==> src/rtl/seg7_scan_driver.sv <==
// Time-multiplexed driver for NUM_DIGITS common-anode 7-segment digits on one active-low bus.
// Optional digit blinking is built when SEG7_SCAN_BLINK_EN is defined.
module seg7_scan_driver #(
    parameter int NUM_DIGITS  = 4,
    parameter int REFRESH_DIV = 50000,
    parameter int CNT_W       = 16
`ifdef SEG7_SCAN_BLINK_EN
    ,
    parameter int BLINK_DIV   = 25
`endif
) (
    input  logic                    clk,
    input  logic                    rst,
    input  logic                    en,
    input  logic                    load,
    input  logic [4*NUM_DIGITS-1:0] value,
    input  logic [NUM_DIGITS-1:0]   dp_in,
    input  logic                    lz_blank,
`ifdef SEG7_SCAN_BLINK_EN
    input  logic [NUM_DIGITS-1:0]   blink_mask,
`endif
    output logic [6:0]              seg,
    output logic                    dp,
    output logic [NUM_DIGITS-1:0]   an
);

    localparam int IDX_W = (NUM_DIGITS > 1) ? $clog2(NUM_DIGITS) : 1;

    logic [CNT_W-1:0]                presc;
    logic [IDX_W-1:0]                idx;
    logic [NUM_DIGITS-1:0][3:0]      shadow;
    logic [NUM_DIGITS-1:0]           dp_shadow;
    logic                            tick;
    logic [NUM_DIGITS-1:0]           blank;
    logic                            zero_run;
    logic                            dark_digit;

    function automatic logic [6:0] hex7(input logic [3:0] n);
        case (n)
            4'h0: hex7 = 7'h40;
            4'h1: hex7 = 7'h79;
            4'h2: hex7 = 7'h24;
            4'h3: hex7 = 7'h30;
            4'h4: hex7 = 7'h19;
            4'h5: hex7 = 7'h12;
            4'h6: hex7 = 7'h02;
            4'h7: hex7 = 7'h78;
            4'h8: hex7 = 7'h00;
            4'h9: hex7 = 7'h10;
            4'hA: hex7 = 7'h08;
            4'hB: hex7 = 7'h03;
            4'hC: hex7 = 7'h46;
            4'hD: hex7 = 7'h21;
            4'hE: hex7 = 7'h06;
            default: hex7 = 7'h0E;
        endcase
    endfunction

    assign tick = en && (presc == CNT_W'(REFRESH_DIV - 1));

    // A digit is blank when it and every more-significant nibble are zero; digit 0 always shows.
    always_comb begin
        zero_run = 1'b1;
        blank    = '0;
        for (int i = NUM_DIGITS - 1; i >= 0; i--) begin
            zero_run = zero_run && (shadow[i] == 4'h0);
            blank[i] = lz_blank && (i > 0) && zero_run;
        end
    end

    always_ff @(posedge clk) begin
        if (rst) begin
            presc <= '0;
            idx   <= '0;
        end else if (tick) begin
            presc <= '0;
            if (NUM_DIGITS > 1)
                idx <= (idx == IDX_W'(NUM_DIGITS - 1)) ? '0 : idx + 1'b1;
        end else if (en) begin
            presc <= presc + 1'b1;
        end
    end

    always_ff @(posedge clk) begin
        if (rst) begin
            shadow    <= '0;
            dp_shadow <= '0;
        end else if (load) begin
            shadow    <= value;
            dp_shadow <= dp_in;
        end
    end

`ifdef SEG7_SCAN_BLINK_EN
    localparam int BL_W = (BLINK_DIV > 1) ? $clog2(BLINK_DIV) : 1;

    logic [BL_W-1:0] blink_cnt;
    logic            blink_phase;

    always_ff @(posedge clk) begin
        if (rst) begin
            blink_cnt   <= '0;
            blink_phase <= 1'b0;
        end else if (tick) begin
            if (blink_cnt == BL_W'(BLINK_DIV - 1)) begin
                blink_cnt   <= '0;
                blink_phase <= ~blink_phase;
            end else begin
                blink_cnt <= blink_cnt + 1'b1;
            end
        end
    end

    assign dark_digit = blink_phase && blink_mask[idx];
`else
    assign dark_digit = 1'b0;
`endif

    always_ff @(posedge clk) begin
        if (rst || !en) begin
            seg <= 7'h7F;
            dp  <= 1'b1;
            an  <= '1;
        end else begin
            an  <= ~(NUM_DIGITS'(1) << idx);
            seg <= (blank[idx] || dark_digit) ? 7'h7F : hex7(shadow[idx]);
            dp  <= dark_digit ? 1'b1 : ~dp_shadow[idx];
        end
    end

endmodule
==> config.mk <==
export PLATFORM = sky130hd
export DESIGN_NAME = seg7_scan_driver
export DESIGN_NICKNAME = d
export VERILOG_FILES = /design/src/rtl/seg7_scan_driver.sv
export SDC_FILE = /design/constraint.sdc
export NUM_CORES = 1
export LEC_CHECK = 0
export CORE_MARGIN = 2
export CORE_UTILIZATION = 57
export CTS_CLUSTER_SIZE = 40
export DETAILED_ROUTE_END_ITERATION = 10
export PLACE_DENSITY = 0.84
export SLEW_MARGIN = 15
export SYNTH_ARGS = -nofsm -noshare
export SYNTH_HDL_FRONTEND = slang
export SYNTH_SLANG_ARGS = --single-unit
==> constraint.sdc <==
create_clock -name clk -period 3.8 [get_ports clk]
set_input_delay 0.57 -clock clk [delete_from_list [all_inputs] [get_ports clk]]
set_output_delay 0.57 -clock clk [all_outputs]
set_load 0.005 [all_outputs]
* After elaboration in Yosys (flattened, before gate mapping)
Memories as Yosys holds them, arrays and structs flattened. A register that Yosys moved wholly into a read port is not among the register bits.
Index checks and enable logic that the tools add are counted.
** Word-level totals
- Bits in writable memories :: 0
- Memory bits (read-only) :: 112
- Output and inout port bits :: 12
- Flip-flop bits (word level) :: 43
- Bits in latches :: 0
- Memories kept :: 1
- Word-level logic and storage cells :: 38
** Memories
- (no name shown) :: depth 16, width 7, read ports 1, clocked after Yosys merged registers in 1, wr ports 0, RTL line 39 : case (n)
** Cells by class
- Equality and inequality tests :: 2
- Reductions and logical operators :: 13
- Shifts and indexed selects :: 1
- Bitwise logic cells :: 2
- $add $sub $neg :: 2
- $mul :: 0
- Muxes and demuxes :: 7
- Div/mod/pow operators :: 0
- $lt $le $gt $ge :: 1
** Operators with widths (count)
- $add A16 B1 Y16 const B :: 1
- $eq A16 B16 Y1 const B :: 1
- $logic_not A4 Y1 :: 3
- $bmux W4 S2 :: 1
- $logic_and A1 B1 Y1 :: 6
- $bmux W1 S2 :: 2
- $mux W4 :: 1
- $not A4 Y4 :: 1
- $reduce_or A2 Y1 :: 2
- $shl A1 B2 Y4 const A :: 1
- $lt A2 B3 Y1 const B :: 1
- $add A2 B1 Y2 const B :: 1
- $eq A2 B2 Y1 const B :: 1
- $mux W1 :: 2
- $mux W2 :: 1
- $logic_not A1 Y1 :: 1
- $logic_or A1 B1 Y1 :: 1
- $not A1 Y1 :: 1

* Longest topological paths before layout
Gate-level depths: netlist of the first run.
- Depth in word-level cells :: 7
- Gate-level depth with buffers :: 8
- Mapped depth without buffers :: 7

* Worst setup path after synthesis of the first run
No wires, ideal clock.
- Path kind :: input port to flip-flop
- From :: input port en
- To :: register presc[10]
- Arrival time :: 1.993 ns
- Setup slack :: 1.692 ns
- Stages :: 7
- Path buffers :: 3
- Path through :: clkbuf_1 > nand4_1 > or4_4 > nand2b_1 > buf_2 > buf_4 > nor2_1
** Between the ends
- Word-level cells in the longest chain between the ends :: 2
** Ends and longest elaborated chain
- start, declared :: RTL line 14 : input logic en,
- $logic_and A1 B1 Y1 :: RTL line 59 : assign tick = en && (presc == CNT_W'(REFRESH_DIV - 1));
- $reduce_or A2 Y1 (no source line)
- end signal, assigned :: RTL line 80 : presc <= presc + 1'b1;
- end, declared :: RTL line 29 : logic [CNT_W-1:0] presc;
Parallel ways exist; a longest one is shown, timed or not.
A chain may end at the register's enable or synchronous reset.

* Worst setup path in the final report of the first run
- From :: register idx[0]
- To :: register seg[6]
** Between the ends
- Word-level cells in the longest chain between the ends :: 3
** Ends and longest elaborated chain
- start, declared :: RTL line 30 : logic [IDX_W-1:0] idx;
- start signal, assigned :: RTL line 78 : idx <= (idx == IDX_W'(NUM_DIGITS - 1)) ? '0 : idx + 1'b1;
- $bmux W1 S2 :: RTL line 126 : seg <= (blank[idx] || dark_digit) ? 7'h7F : hex7(shadow[idx]);
- $mux W1 (implied by the code) :: RTL line 126
- $reduce_or A2 Y1 (no source line)
- end, declared :: RTL line 22 : output logic [6:0] seg,
Parallel ways exist; a longest one is shown, timed or not. The select of a mux whose other input is x is not followed.

==> results.ini, run 1 <==
[global_routing]
grt_usage_pct=21.60
antenna_found_initial=0
grt_overflow=0
grt_max_degree=25
grt_pass1_vias=1546
grt_pass1_wl_um=7224

[drt]
via_count=1794
wire_per_inst_um=13.83
via_per_inst=5.537
first_pass_iters=4
finalWirelength_um=4480
antenna_left=0
drt_iter0_drc=87
drc=0

[layout]
layout-drive-gt1-share_pct=7.299
area_delta_synth_final_pct=23.03
nets=309
diodes=0
finalCoreUtilization_pct=71.72

[sta]
finalSetupViolCount=0
min_period_over_period_pct=66.54
max_freq_mhz=395.5
slew_viol_final=0
fin_crit_ns=2.529
relSlewSlack_pct=40.48
hold_violations=0
final.setup.tns_ns=0
rsz0062_at_grt=false
fin_skew_ns=0.006966
tightest_slew_ns=0.8679
post-route-worst-setup-slack_ns=1.271

[critical_path]
path_class=register to register
start_kind=register
crit_required_ns=3.97
crit_fanout=17
worstSetupEndpointType=register
critPathArrivalTime_ns=2.70

[power]
leakage_nw=1.138
peakVddDrop_uv=239.8
power.total_w=0.001128
powerDensity_mw_per_mm2=398.9

[floorplan]
dieArea_mm2=0.004556
die_h_um=67.50
ios=37
die_w_um=67.50
design.core.area_mm2=0.003943
initial_core_util_pct=58.30
std_cell_rows=23

[clocking]
clk_pin_slew_ns=0.09
cts_tree=done
hold_buffers=0
cts_setup_buffers=0
clk_latency_ns=0.30
htree_levels=2
cts_buffer_depth=2
clkSinkCount=50
cts_root_buf=clkbuf_8
cts_buffers=5
ctsResizeCount=0

[logic_synthesis]
synth_top_area_share_pct=43.55
ys_ff_latch=50
synth_edf_count=0
synth_top_area_cell=dfxtp_1
synthesis.area_mm2=0.002298
synth_ff_type=dfxtp_1
postSynthAreaPerCell_um2=9.577
synthTopCellsByArea=dfxtp_1 (44%), mux2i_1 (12%), nor2_1 (6.7%)
synth_cell_types=32
syn_inst=240
yosysSeqAreaShare_pct=43.55
synth_nets=276
synthArstFlopShare_pct=0
ys_warn_count=0

[place]
dp_slack_ns=1.035
port_buffers=36
gp_congestion=0.8990
hpwl_um=3068

[outcome]
outcome=complete, no violations

[flow_run]
drv_cap=0

[worst_hold_path]
hold_class=register to register

-- critical path: stages (launching register included) --
cell     delay [ns]
dfxtp_1        0.77
mux2_2         0.45
mux2i_1        0.66
nor2_1         0.18
a22oi_1        0.26
nand2_1        0.07
-- registers in the layout, summed over array words and instances, names as in the netlist --
name and flops:
dp_shadow 4, seg 7, shadow 16, dp 1
an 4, idx 2, presc 16
-- metal layers --
| layer | up-vias | track usage [%] | share of wire [%] |
|---|---|---|---|
| li1 | 887 | - | - |
| met4 | 0 | 9.949 | 1.0 |
| met5 | - | 0 | 0 |
| met1 | 851 | 29.04 | 46 |
| met2 | 50 | 32.84 | 49 |
| met3 | 6 | 5.000 | 4.0 |
-- cells in the final DEF (no fill, tap or decap), drive strengths merged, types with 3 or more instances in the layout --
cell and n:
xor2 13, nor3 4, mux2i 27, a31oi 3, clkbuf 6, mux2 3, xnor2 4, nor2 41
nand2 23, inv 8, a22oi 3, nand4 4, mux4 4, nand3 5, ha 11, nor4 4
dfxtp 50, o21ai 4, o221ai 3, clkdlybuf4s50 36
-- stage by stage --
step | hold slack [ns] | instance area (um^2) | instances
5_1_grt | 0.5293 | 2828 | 324
4_1_cts | 0.5103 | 2828 | 324
3_5_place_dp | 0.4869 | 2685 | 316
2_1_floorplan | 0.4546 | 2298 | 240
3_3_place_gp | 0.4719 | 2685 | 316
6_report | 0.5072 | 2828 | 324
-- where the power goes --
part / switching, W / internal (W) / leakage [nW]
logic: 0.0000519 / 0.0000662 / 0.657
registers: 0.0000154 / 0.000544 / 0.409
clock network: 0.000170 / 0.000281 / 0.0714
-- final cells by class --
class	count	area, um^2
sequential	50	1001
clock buffer	6	82.58
clock inverter	2	60.06
fill	299	1115
tap	50	62.56
multi-input combinational	170	1216
timing repair buffer	38	375.4
inverter	8	30.03
-- final timing paths --
| kind | start | end | slack [ns] | depth (start not counted) |
|---|---|---|---|---|
| worst max register to register | idx[0] | seg[6] | 1.27 | 5 |
| worst min-delay path | dp_shadow[0] | dp_shadow[0] | 0.51 | 2 |
| worst min register to register | dp_shadow[0] | dp_shadow[0] | 0.51 | 2 |
| worst max-delay path | idx[0] | seg[6] | 1.27 | 5 |
-- cells in the mapped netlist (all sizes together) (4+ instances only) --
master and number:
nor2 41, ha 11, inv 8, clkbuf 9, nand4 4, mux4 4, nand2 23, nand3 5
xnor2 4, o21ai 4, nor4 4, nor3 4, xor2 13, mux2i 27, dfxtp 50
-- cells by family after synthesis --
group,Yosys count,share of synthesized area (%)
AO/OA/AOI/OAI,16,4.845
XOR/XNOR,17,6.478
adder cells (fa/ha/maj),11,5.988
buffers and inverters,20,3.538
flip-flops,50,43.55
multiplexers,34,17.15
AND/OR/NAND/NOR,92,18.45
No activity file was read; power rests on OpenSTA's default activity.
==> run 2, diff against run 1 <==
- CORE_UTILIZATION: 57 -> 53
- PLACE_DENSITY: 0.84 -> 0.79
- clock period: 3.8 -> 2.6 ns (I/O delays scaled with it)
==> run 2 against run 1 <==
Flip-flop and latch count is the same. Largest power group unchanged. Highest routed layer unchanged. Clock-buffer cell count up 1. Final cell count up 1.9%.
==> results.ini, run 2 (synthesis results as in run 1) <==
[global_routing]
antenna_found_initial=0  ; unchanged
grt_pass1_vias=1584  ; was 1546
grt_usage_pct=18.51  ; was 21.60%
grt_overflow=0  ; unchanged
grt_max_degree=24  ; was 25
grt_pass1_wl_um=7355  ; was 7224 um

[layout]
seq_area_mm2=0.001001  ; unchanged
mostFrequentLayoutCells=dfxtp_1 (50), nor2_1 (41), clkdlybuf4s50_1 (36)  ; unchanged
layout_commonest_cell=dfxtp_1  ; unchanged
fillerInstances=332  ; was 299
nets=315  ; was 309
diodes=0  ; unchanged
finalCoreUtilization_pct=69.04  ; was 71.72%
top_regs=presc: 16 flops, shadow: 16 flops, seg: 7 flops  ; unchanged
area_delta_synth_final_pct=22.75  ; was 23.03%
multi_input_area_mm2=0.001216  ; unchanged
layout-drive-gt1-share_pct=8.929  ; was 7.299%

[power]
powerDensity_mw_per_mm2=514.1  ; was 398.9 mW/mm^2
peakVddDrop_uv=327.6  ; was 239.8 uV
power.switching_w=0.0003396  ; was 0.0002372 W
p_int_w=0.001111  ; was 0.0008908 W
pwr-share-clk_pct=31.7  ; was 39.9%
seq_power_share_pct=56.3  ; was 49.6%
leakage_nw=1.145  ; was 1.138 nW
p_comb_share_pct=12.0  ; was 10.5%
swShare_pct=23.42  ; was 21.03%

[critical_path]
crit_start=idx[0]  ; unchanged
critical_path_buf_inv_count=1  ; was 0
crit_required_ns=2.83  ; was 3.97 ns
reg2regPathDepth=7  ; was 5
path_cells=mux4_2, inv_1, ha_1, mux2i_1, nand2_1, o221ai_1, o21ai_0  ; was mux2_2, mux2i_1, nor2_1, a22oi_1, nand2_1
critPathArrivalTime_ns=2.23  ; was 2.70 ns
path_depth=7  ; was 5
start_kind=register  ; unchanged
timing.rr.end=seg[0]  ; was seg[6]
rrSetupSlack_ns=0.61  ; was 1.27 ns
worstSetupEndpointType=register  ; unchanged
cpLargestDelayFamily=multiplexers  ; unchanged
crit_path_top_delay_cell=mux4_2  ; was dfxtp_1
reg2reg_from=idx[0]  ; unchanged
cpPeakStageDelay_ns=0.61  ; was 0.77 ns
crit_fanout=6  ; was 17
path_class=register to register  ; unchanged

[outcome]
outcome=complete, no violations  ; unchanged

[sta]
relSlewSlack_pct=62.57  ; was 40.48%
rsz0062_at_grt=false  ; unchanged
max_freq_mhz=501.7  ; was 395.5 MHz
final.setup.tns_ns=0  ; unchanged
holdWs_ns=0.5023  ; was 0.5072 ns
min_period_over_period_pct=76.66  ; was 66.54%
hold_violations=0  ; unchanged
slew_viol_final=0  ; unchanged
tightest_slew_ns=0.5563  ; was 0.8679 ns
finalSetupViolCount=0  ; unchanged
post-route-worst-setup-slack_ns=0.6068  ; was 1.271 ns
fin_skew_ns=0.004565  ; was 0.006966 ns
fin_crit_ns=1.993  ; was 2.529 ns

[drt]
via_per_inst=5.273  ; was 5.537
drc=0  ; unchanged
finalWirelength_um=4177  ; was 4480 um
antenna_left=0  ; unchanged
drt_iter0_drc=94  ; was 87
wire_per_inst_um=12.66  ; was 13.83 um
via_count=1740  ; was 1794
first_pass_iters=4  ; unchanged

[clocking]
clk_latency_ns=0.30  ; about the same
htree_levels=2  ; unchanged
cts_setup_buffers=0  ; unchanged
cts_tree=done  ; unchanged
hold_buffers=0  ; unchanged
ctsResizeCount=0  ; unchanged
clkSinkCount=50  ; unchanged
cts_root_buf=clkbuf_8  ; unchanged
cts_buffer_depth=2  ; unchanged
clk_pin_slew_ns=0.09  ; about the same
cts_buffers=5  ; unchanged

[worst_hold_path]
hold_depth=2  ; unchanged
min_to=dp_shadow[3]  ; was dp_shadow[0]
hold_class=register to register  ; unchanged
hp-start=dp_shadow[3]  ; was dp_shadow[0]

[floorplan]
initial_core_util_pct=56.25  ; was 58.30%
design.core.area_mm2=0.004086  ; was 0.003943 mm^2
ios=37  ; unchanged
die_h_um=69.86  ; was 67.50 um
std_cell_rows=23  ; unchanged
dieArea_mm2=0.004880  ; was 0.004556 mm^2
die_w_um=69.86  ; was 67.50 um

[flow_run]
drv_cap=0  ; unchanged

[place]
port_buffers=36  ; unchanged
hpwl_um=3068  ; about the same
dp_slack_ns=0.3912  ; was 1.035 ns
gp_congestion=0.8320  ; was 0.8990

-- run 2: cell types whose count changed in the layout (fill, tap and decap cells not counted) --
cell and change:
buf_4 +6, bufinv_16 -2, clkbuf_1 +1, clkinv_2 +1
-- run 2: routing by layer --
metal,track usage (%),routed length (um),vias up
met5,0,0,-
met4,6.410,61,0
met3,5.051,186,5
met2,25.82,1744,40
met1,27.42,2185,797
li1,-,-,898
-- run 2: area by class of cell --
cell class,count,area share [%]
sequential,50,35.48
timing repair buffer,44,14.90
clock inverter,1,0.1774
multi-input combinational,170,43.10
inverter,8,1.064
clock buffer,7,3.060
tap,50,2.217
-- run 2: power groups by stage --
stage                     clock network (W)  logic (W)  registers (W)
after detailed placement                  0   0.000174       0.000835
after floorplan                           0   0.000100       0.000829
after global placement                    0   0.000172       0.000834
after global routing               0.000503   0.000193       0.000822
after CTS                          0.000475   0.000175       0.000817
final                              0.000460   0.000175       0.000816
-- run 2: per-stage QoR --
stage	instance area, um^2	power [W]	cells
6_report	2821	0.001450	330
3_5_place_dp	2730	0.001009	322
4_1_cts	2821	0.001467	330
5_1_grt	2821	0.001518	330
2_1_floorplan	2298	0.0009293	240
3_3_place_gp	2730	0.001006	322
-- run 2: worst max-delay path by stage --
stage	to	slack (ns)
floorplan	presc[10]	0.67
global placement	idx[0]	0.42
detailed placement	idx[0]	0.39
CTS	seg[0]	0.63
global route	seg[0]	0.47
finish	seg[0]	0.61
-- run 2: worst register-to-register path, stage by stage, from the launching register on --
cell      delay (ns)
dfxtp_1         0.43
mux4_2          0.61
inv_1           0.14
ha_1            0.30
mux2i_1         0.11
nand2_1         0.08
o221ai_1        0.11
o21ai_0         0.14
